### config.mk
export PLATFORM = sky130hd
export DESIGN_NAME = nested_sys_reg_file_flat
export DESIGN_NICKNAME = d
export VERILOG_FILES = /design/src/rtl/nested_sys_reg_file_if.sv /design/src/rtl/nested_sys_reg_file.sv /design/src/flat_wrapper.sv
export SDC_FILE = /design/constraint.sdc
export NUM_CORES = 1
export LEC_CHECK = 0
export CAP_MARGIN = 10
export CELL_PAD_IN_SITES_DETAIL_PLACEMENT = 0
export CELL_PAD_IN_SITES_GLOBAL_PLACEMENT = 1
export CORE_MARGIN = 1
export CORE_UTILIZATION = 45
export DETAILED_ROUTE_END_ITERATION = 7
export PLACE_DENSITY_LB_ADDON = 0.12
export RECOVER_POWER = 25
export SLEW_MARGIN = 20
export SYNTH_ARGS = -nofsm -noshare
export SYNTH_HDL_FRONTEND = slang
export SYNTH_SLANG_ARGS = --single-unit
### constraint.sdc
create_clock -name clk -period 12.75 [get_ports clk]
set_clock_uncertainty 0.1 [all_clocks]
set_input_delay 2.55 -clock clk [delete_from_list [all_inputs] [get_ports clk]]
set_output_delay 2.55 -clock clk [all_outputs]
set_load 0.01 [all_outputs]
### src/rtl/nested_sys_reg_file_if.sv
// Register-file bus for nested_sys_reg_file: software register access, interrupt
// request/return controls, and the vectoring/status outputs back to the core.
interface nested_sys_reg_file_if #(
  parameter int DBITS      = 32,
  parameter int NUM_IRQ    = 4,
  parameter int NEST_DEPTH = 4
) ();
  localparam int LVL_W = $clog2(NEST_DEPTH + 1);

  logic                sysWrtEn;
  logic [3:0]          wrtIndex;
  logic [3:0]          rdIndex;
  logic [DBITS-1:0]    dataIn;
  logic [DBITS-1:0]    pcIn;
  logic [NUM_IRQ-1:0]  irq;
  logic                isReti;
  logic                intAck;
  logic [DBITS-1:0]    intVec;
  logic [DBITS-1:0]    dataOut;
  logic [LVL_W-1:0]    nestLevel;
  logic [DBITS-1:0]    debugSysOut;

  modport master (
    output sysWrtEn, wrtIndex, rdIndex, dataIn, pcIn, irq, isReti,
    input  intAck, intVec, dataOut, nestLevel, debugSysOut
  );

  modport slave (
    input  sysWrtEn, wrtIndex, rdIndex, dataIn, pcIn, irq, isReti,
    output intAck, intVec, dataOut, nestLevel, debugSysOut
  );
endinterface

### src/rtl/nested_sys_reg_file.sv
// System register file with nested interrupt support: a frame stack saves PCS/IRA
// on every taken interrupt and restores them on RETI.
module nested_sys_reg_file #(
  parameter int DBITS      = 32,
  parameter int NUM_IRQ    = 4,
  parameter int NEST_DEPTH = 4
) (
  input  logic                  clk,
  input  logic                  reset,
  nested_sys_reg_file_if.slave  bus
);
  localparam int LVL_W = $clog2(NEST_DEPTH + 1);

  localparam logic [3:0] IDX_PCS = 4'd0;
  localparam logic [3:0] IDX_IHA = 4'd1;
  localparam logic [3:0] IDX_IRA = 4'd2;
  localparam logic [3:0] IDX_IDN = 4'd3;
  localparam logic [3:0] IDX_IMR = 4'd4;
  localparam logic [3:0] IDX_ISR = 4'd5;

  logic [DBITS-1:0]   pcs, iha, ira, idn, imr;
  logic [LVL_W-1:0]   nestLevel;
  logic               nestErr;

  // One slot more than NEST_DEPTH so nestLevel indexes the stack at its natural width;
  // the top slot is never written.
  logic [DBITS-1:0]   stackPcs [NEST_DEPTH+1];
  logic [DBITS-1:0]   stackIra [NEST_DEPTH+1];

  logic [NUM_IRQ-1:0] pending;
  logic [3:0]         selIdx;
  logic               anyPending, atDepth, take, retiPop, retiErr, depthErr;
  logic [LVL_W-1:0]   popIdx;
  logic [DBITS-1:0]   isrVal, regRead;
  logic               bypass;

  always_comb begin
    pending = bus.irq & imr[NUM_IRQ-1:0];
    selIdx  = '0;
    for (int i = NUM_IRQ - 1; i >= 0; i--) begin
      if (pending[i]) selIdx = 4'(i);
    end
  end

  assign anyPending = |pending;
  assign atDepth    = (nestLevel == LVL_W'(NEST_DEPTH));
  assign take       = pcs[0] & anyPending & ~bus.isReti & ~atDepth;
  assign depthErr   = pcs[0] & anyPending & ~bus.isReti & atDepth;
  assign retiPop    = bus.isReti & (nestLevel != '0);
  assign retiErr    = bus.isReti & (nestLevel == '0);
  assign popIdx     = nestLevel - LVL_W'(1);

  always_ff @(posedge clk) begin
    if (take) begin
      stackPcs[nestLevel] <= pcs;
      stackIra[nestLevel] <= ira;
    end
  end

  always_ff @(posedge clk or negedge reset) begin
    if (!reset) begin
      pcs       <= '0;
      iha       <= '0;
      ira       <= '0;
      idn       <= '0;
      imr       <= '0;
      nestLevel <= '0;
      nestErr   <= 1'b0;
    end else begin
      // Any RETI, even an erroneous one, owns PCS/IRA/IDN for the cycle.
      if (take) begin
        pcs       <= '0;
        ira       <= bus.pcIn;
        idn       <= DBITS'(selIdx);
        nestLevel <= nestLevel + LVL_W'(1);
      end else if (retiPop) begin
        pcs       <= stackPcs[popIdx];
        ira       <= stackIra[popIdx];
        nestLevel <= popIdx;
      end else if (!bus.isReti && bus.sysWrtEn) begin
        case (bus.wrtIndex)
          IDX_PCS: pcs <= bus.dataIn;
          IDX_IRA: ira <= bus.dataIn;
          IDX_IDN: idn <= bus.dataIn;
          default: ;
        endcase
      end

      if (bus.sysWrtEn && bus.wrtIndex == IDX_IHA) iha <= bus.dataIn;
      if (bus.sysWrtEn && bus.wrtIndex == IDX_IMR) imr <= bus.dataIn;

      // A fresh error in the same cycle as the clearing write wins.
      if (bus.sysWrtEn && bus.wrtIndex == IDX_ISR) nestErr <= 1'b0;
      if (retiErr || depthErr) nestErr <= 1'b1;
    end
  end

  always_comb begin
    isrVal              = '0;
    isrVal[NUM_IRQ-1:0] = pending;
    isrVal[DBITS-1]     = nestErr;
    case (bus.rdIndex)
      IDX_PCS: regRead = pcs;
      IDX_IHA: regRead = iha;
      IDX_IRA: regRead = ira;
      IDX_IDN: regRead = idn;
      IDX_IMR: regRead = imr;
      IDX_ISR: regRead = isrVal;
      default: regRead = '0;
    endcase
  end

  assign bypass = bus.sysWrtEn && (bus.wrtIndex == bus.rdIndex) && (bus.rdIndex <= IDX_IMR);

  assign bus.dataOut     = bypass ? bus.dataIn : regRead;
  assign bus.intAck      = take;
  assign bus.intVec      = take ? iha : ira;
  assign bus.nestLevel   = nestLevel;
  assign bus.debugSysOut = pcs;
endmodule

### src/flat_wrapper.sv
// flat-port wrapper written by rule: the top's interface ports become plain ports
module nested_sys_reg_file_flat 
#(
  parameter int DBITS      = 32,
  parameter int NUM_IRQ    = 4,
  parameter int NEST_DEPTH = 4
)
  (clk, reset, bus_sysWrtEn, bus_wrtIndex, bus_rdIndex, bus_dataIn, bus_pcIn, bus_irq, bus_isReti, bus_intAck, bus_intVec, bus_dataOut, bus_nestLevel, bus_debugSysOut);
  nested_sys_reg_file_if #(.DBITS(DBITS), .NUM_IRQ(NUM_IRQ), .NEST_DEPTH(NEST_DEPTH)) bus_i ();
  input  logic clk;
  input  logic reset;
  input wire logic [$bits(bus_i.sysWrtEn)-1:0] bus_sysWrtEn;
  input wire logic [$bits(bus_i.wrtIndex)-1:0] bus_wrtIndex;
  input wire logic [$bits(bus_i.rdIndex)-1:0] bus_rdIndex;
  input wire logic [$bits(bus_i.dataIn)-1:0] bus_dataIn;
  input wire logic [$bits(bus_i.pcIn)-1:0] bus_pcIn;
  input wire logic [$bits(bus_i.irq)-1:0] bus_irq;
  input wire logic [$bits(bus_i.isReti)-1:0] bus_isReti;
  output wire logic [$bits(bus_i.intAck)-1:0] bus_intAck;
  output wire logic [$bits(bus_i.intVec)-1:0] bus_intVec;
  output wire logic [$bits(bus_i.dataOut)-1:0] bus_dataOut;
  output wire logic [$bits(bus_i.nestLevel)-1:0] bus_nestLevel;
  output wire logic [$bits(bus_i.debugSysOut)-1:0] bus_debugSysOut;
  assign bus_i.sysWrtEn = bus_sysWrtEn;
  assign bus_i.wrtIndex = bus_wrtIndex;
  assign bus_i.rdIndex = bus_rdIndex;
  assign bus_i.dataIn = bus_dataIn;
  assign bus_i.pcIn = bus_pcIn;
  assign bus_i.irq = bus_irq;
  assign bus_i.isReti = bus_isReti;
  assign bus_intAck = bus_i.intAck;
  assign bus_intVec = bus_i.intVec;
  assign bus_dataOut = bus_i.dataOut;
  assign bus_nestLevel = bus_i.nestLevel;
  assign bus_debugSysOut = bus_i.debugSysOut;
  nested_sys_reg_file #(.DBITS(DBITS), .NUM_IRQ(NUM_IRQ), .NEST_DEPTH(NEST_DEPTH)) u_core (.clk(clk), .reset(reset), .bus(bus_i));
endmodule
==> out/qor.csv, run 1 <==
stage,metric,value,unit
yosys,synthCells,1489,
cells_and_area,syn_to_final_growth,19.8,%
sta,tightest_slew,1090,ps
yosys,ys_ff_latch,484,
power_and_ir_drop,power,5880,uW
cells_and_area,finalCoreUtilization,0.550,
clock_network,clk_pin_slew_worst_paths,60,ps
critical_path,timing_worst_setup_path_type,in2out,
status,status,completed,
sta,rsz0062_at_grt,false,
yosys,synth_most_common_cell,edfxtp_1,
detailed_routing,dr_total_vias,13800,
power_and_ir_drop,power_leakage,0.00909,uW
yosys,synth_area_leaders,"edfxtp_1, dfrtp_1, mux4_2",
global_routing,grt_max_degree,75,
sta,fin_crit_sh,0.688,
floorplanning,start_util,0.459,
run,max_cap_violations,0,
critical_path,startpoint_type,input pin,
detailed_routing,drt_wl_total,62.4,mm
critical_path,required,10100,ps
clock_network,clk_latency,590,ps
clock_network,root_buffer,clkbuf_16,
critical_path,cp-end-kind,primary output,
clock_network,clk_path_buf_depth,3,
detailed_routing,drc,0,
sta,max_freq,114,MHz
global_routing,grt_pass1_wl,92.1,mm
sta,drv_slew,0,
sta,finalCriticalPeriod,8770,ps
placement,portBuffers,179,
critical_path,cp.arrival,6120,ps
sta,relSlewSlack,0.275,
clock_network,cts_tree,yes,
clock_network,clock_sinks,484,
detailed_routing,drt_iter0_drc,1273,
global_routing,grt_pass1_vias,14000,
yosys,ys_seq_area_frac,0.654,
placement,hpwl,37.4,mm
cells_and_area,layout-drive-gt1-share,0.176,
placement,place.gp.congestion,0.800,
clock_network,cts_buffers,51,
clock_network,post_cts_buffers,0,
yosys,synthDistinctLibCells,57,
floorplanning,core_area,0.0457,mm^2
yosys,yosysTopAreaCell,edfxtp_1,
clock_network,cts.htree.levels,2,
power_and_ir_drop,irDropWorstVdd,0.154,mV
yosys,synth_edf_count,320,
yosys,async_flop_share,0.339,
floorplanning,io_pins,180,
detailed_routing,ant_nets,0,
cells_and_area,fin_cells,2287,
critical_path,ff2ff_setup_slack,8620,ps
floorplanning,die_area,0.0474,mm^2
yosys,synthesis.area,0.0210,mm^2
global_routing,grt_use_total,0.267,
floorplanning,rows,78,
placement,dp.cells,2193,
detailed_routing,drtPass1Iterations,5,
yosys,synth_ff_type,edfxtp_1,
clock_network,holdBufCountCts,0,
detailed_routing,via_per_inst,6.04,
global_routing,antenna_found_initial,4,
detailed_routing,wl_per_cell,27.3,um
clock_network,post_cts_resized,0,
power_and_ir_drop,power_density,234,mW/mm^2
yosys,syn_avg_cell_area,14.1,um^2
yosys,synth.top_cell.area_share,0.459,
sta,setup_tns,0,ps
yosys,ys_warn_count,0,
floorplanning,die_h,218,um
global_routing,grt-ovfl-total,0,
critical_path,worst-path-max-fanout,32,
sta,hold_viol,0,
sta,whs,390,ps
yosys,syn_nets,1572,
floorplanning,die_x,218,um
sta,final-setup-viol-count,0,
min_path,min_path_type,reg2reg,
yosys,synthTopCellsByCount,"edfxtp_1, nand2_1, dfrtp_1, mux2_2, nor2_1",
cells_and_area,final_nets,1729,
==> layer usage <==
metal	global-route usage	part of all wire
met5	0	0.00051
met4	0.0657	0.020
met3	0.0604	0.073
met2	0.431	0.48
met1	0.367	0.43
==> worst paths after layout <==
kind / from / endpoint / cells after the start
setup / recovery: bus_rdIndex[1] / bus_dataOut[29] / 7
hold / removal: u_core.imr[31] / u_core.imr[31] / 2
setup reg to reg: u_core.bus.nestLevel[0] / u_core.stackIra[4][6] / 8
hold reg to reg: u_core.imr[31] / u_core.imr[31] / 2
max in group asynchronous: reset / u_core.ira[16] / 2
min in group asynchronous: reset / u_core.bus.debugSysOut[6] / 1
==> flip-flops by register name, summed over array words and instances (netlist names) <==
signal	cells
u_core.stackIra	160
u_core.nestErr	1
u_core.bus.nestLevel	3
u_core.imr	32
u_core.ira	32
u_core.bus.debugSysOut	32
u_core.stackPcs	160
u_core.idn	32
u_core.iha	32
==> final cells by class <==
| class | count | area [um^2] |
|---|---|---|
| diodes | 2 | 5.00 |
| clock buffers | 73 | 1510 |
| clock inverters | 19 | 193 |
| fillers | 3770 | 20600 |
| inverters | 7 | 28.8 |
| multi-input cells | 890 | 6860 |
| flip-flops and latches | 484 | 13700 |
| well taps | 600 | 751 |
| repair buffers | 212 | 2040 |
==> where the power goes <==
part | internal [uW] | switching (uW)
Sequential | 2070 | 383
Combinational | 862 | 1050
Clock | 901 | 609
==> layout by cell type (no fill, tap or decap), drive strengths merged, types with 35 or more instances in the layout <==
cell type      synthesis  routed
edfxtp               320     320
clkdlybuf4s50          0     177
buf                   60      35
nand3                 35      35
clkbuf                48      73
dfrtp                164     164
a22o                  63      63
mux2                  99      99
mux4                  64      64
o211ai                35      35
nor2                  77      77
nand2                294     294
a31oi                 35      35
==> through the flow <==
step / setup WS, ps / area, um^2
after floorplan: 2110 / 21000
after global placement: 4110 / 23400
after detailed placement: 4030 / 23400
after CTS: 4020 / 25100
after global routing: 3810 / 25100
final: 3980 / 25100
==> logic make-up (layout without fill, tap and decap cells) <==
family	Yosys count	after routing	share of synthesized area
flops	484	484	0.654
mux	197	197	0.138
buf+inv	115	311	0.0249
xor+xnor	3	3	0.00161
other cells	0	2	0
fa+ha+maj	3	3	0.00179
simple gates	437	437	0.0871
compound gates	250	250	0.0921
==> critical path, cell delays in order <==
cell and delay (ps):
clkdlybuf4s50_1 1060, and3b_1 280, a211oi_2 360, o21bai_1 180, a21oi_4 870, a22o_1 260
clkdlybuf4s50_1 550
(Power assumes the default switching activity.)
==> inputs of run 2 (changes only) <==
==> constraint.sdc (replaced) <==
create_clock -name clk -period 8.6 [get_ports clk]
set_clock_uncertainty 0.1 [all_clocks]
set_input_delay 1.72 -clock clk [delete_from_list [all_inputs] [get_ports clk]]
set_output_delay 1.72 -clock clk [all_outputs]
set_load 0.01 [all_outputs]
==> out/qor.csv, run 2 (same netlist as run 1, synthesis figures left out) <==
stage,metric,value,unit
critical_path,crit_family,buffers and inverters,
clock_network,clk_pin_slew_worst_paths,60,ps
clock_network,post_cts_buffers,0,
critical_path,ff2ff_setup_slack,4710,ps
power_and_ir_drop,irDropWorstVdd,0.187,mV
status,status,completed,
placement,dpl_worst_slack,1750,ps
sta,tightest_slew,1140,ps
power_and_ir_drop,power_density,345,mW/mm^2
critical_path,cp-startpoint,bus_rdIndex[2],
detailed_routing,via_per_inst,5.99,
detailed_routing,drc,0,
global_routing,grt_pass1_vias,14000,
detailed_routing,drt_wl_total,61.8,mm
min_path,min_delay_worst_endpoint,u_core.idn[10],
sta,hold_viol,0,
placement,dp.cells,2200,
min_path,hold_depth,1,
sta,relSlewSlack,0.240,
critical_path,worst-path-max-fanout,18,
critical_path,reg2reg_to,u_core.ira[12],
min_path,min_path_type,reg2reg,
floorplanning,rows,78,
sta,fin_crit_sh,0.804,
critical_path,crit_buf_inv,4,
sta,setup_slack,1690,ps
floorplanning,io_pins,180,
cells_and_area,regArea,0.0137,mm^2
floorplanning,die_area,0.0474,mm^2
floorplanning,start_util,0.459,
global_routing,antenna_found_initial,6,
critical_path,cp.arrival,5090,ps
critical_path,crit_chain,clkdlybuf4s50_1 -> buf_4 -> nor4_1 -> a211oi_2 -> nor4_4 -> buf_4 -> a22o_1 -> clkdlybuf4s50_1,
detailed_routing,wl_per_cell,26.9,um
clock_network,cts_buffers,52,
critical_path,rr_startpoint,u_core.bus.nestLevel[0],
critical_path,slowest_stage,nor4_4,
clock_network,cts.htree.levels,2,
placement,hpwl,37.1,mm
clock_network,cts_tree,yes,
global_routing,grt_max_degree,92,
detailed_routing,drtPass1Iterations,5,
clock_network,clk_path_buf_depth,3,
cells_and_area,multiInputGateArea,0.00687,mm^2
floorplanning,core_area,0.0457,mm^2
clock_network,post_cts_resized,0,
sta,finalCriticalPeriod,6910,ps
critical_path,cp-end-kind,primary output,
detailed_routing,drt_iter0_drc,1215,
cells_and_area,fin_cells,2298,
cells_and_area,layout-drive-gt1-share,0.179,
critical_path,startpoint_type,input pin,
cells_and_area,syn_to_final_growth,20.0,%
placement,place.gp.congestion,0.815,
floorplanning,die_h,218,um
placement,placed_area,0.0235,mm^2
cells_and_area,mostFrequentLayoutCells,"edfxtp_1, nand2_1, clkdlybuf4s50_1",
sta,final-setup-viol-count,0,
critical_path,timing_worst_setup_path_type,in2out,
global_routing,grt-ovfl-total,0,
cells_and_area,reg.largest.list,"u_core.stackIra: 160 flops, u_core.stackPcs: 160 flops",
clock_network,clock_sinks,484,
clock_network,clk_latency,590,ps
global_routing,grt_pass1_wl,91.7,mm
sta,drv_slew,0,
cells_and_area,final_nets,1737,
power_and_ir_drop,power_leakage,0.00913,uW
global_routing,grt_use_total,0.264,
cells_and_area,layout_commonest_cell,edfxtp_1,
sta,setup_tns,0,ps
min_path,hp-start,u_core.idn[10],
critical_path,required,6780,ps
detailed_routing,dr_total_vias,13800,
sta,rsz0062_at_grt,false,
clock_network,holdBufCountCts,0,
sta,max_freq,145,MHz
cells_and_area,nFillCells,3820,
cells_and_area,design_area,0.0251,mm^2
run,max_cap_violations,0,
placement,portBuffers,179,
critical_path,max_stage_delay,830,ps
critical_path,r2r_cells,8,
detailed_routing,ant_nets,0,
clock_network,root_buffer,clkbuf_16,
critical_path,worstSetupPathDepth,8,
floorplanning,die_x,218,um
## run 2: changes by cell type in the layout (fill, tap and decap cells not counted), sizes merged
cell	change
clkinvlp	-2
clkinv	+7
clkbuf	-1
buf	+7
## run 2: routing by layer
metal | global-route usage | part of all wire | up-vias
met4 | 0.0748 | 0.021 | 8
met5 | 0 | 0.00091 | -
met3 | 0.0497 | 0.068 | 88
met2 | 0.426 | 0.48 | 474
li1 | - | - | 6015
met1 | 0.366 | 0.43 | 7177
## run 2: area by class of cell
cell class,instances,area share
sequential,484,0.546
clock inverter,24,0.00836
timing repair buffer,219,0.0832
antenna,2,0.000199
inverter,7,0.00114
clock buffer,72,0.0584
tap,600,0.0299
multi-input combinational,890,0.273
## run 2: how the worst max path moves through the flow
stage | to | slack [ps]
4_1_cts | bus_dataOut[25] | 1750
3_3_place_gp | bus_dataOut[18] | 1870
3_5_place_dp | bus_dataOut[3] | 1750
2_1_floorplan | u_core.stackIra[0][0] | -670
6_report | bus_dataOut[25] | 1690
5_1_grt | bus_dataOut[30] | 1620
## run 2: power breakdown
part           internal (uW)  total [uW]  switching [uW]
registers               3080        3620             548
logic                   1290        2840            1550
clock network           1300        2220             916
total                   5670        8680            3020
## run 2: through the flow
| step | util | hold slack [ps] | total power (uW) |
|---|---|---|---|
| detailed placement | 0.513 | 385 | 6540 |
| CTS | 0.550 | 403 | 8760 |
| finish | 0.550 | 403 | 8680 |
| floorplan | - | 342 | 5240 |
| global route | 0.550 | 412 | 9120 |
| global placement | 0.513 | 376 | 6480 |
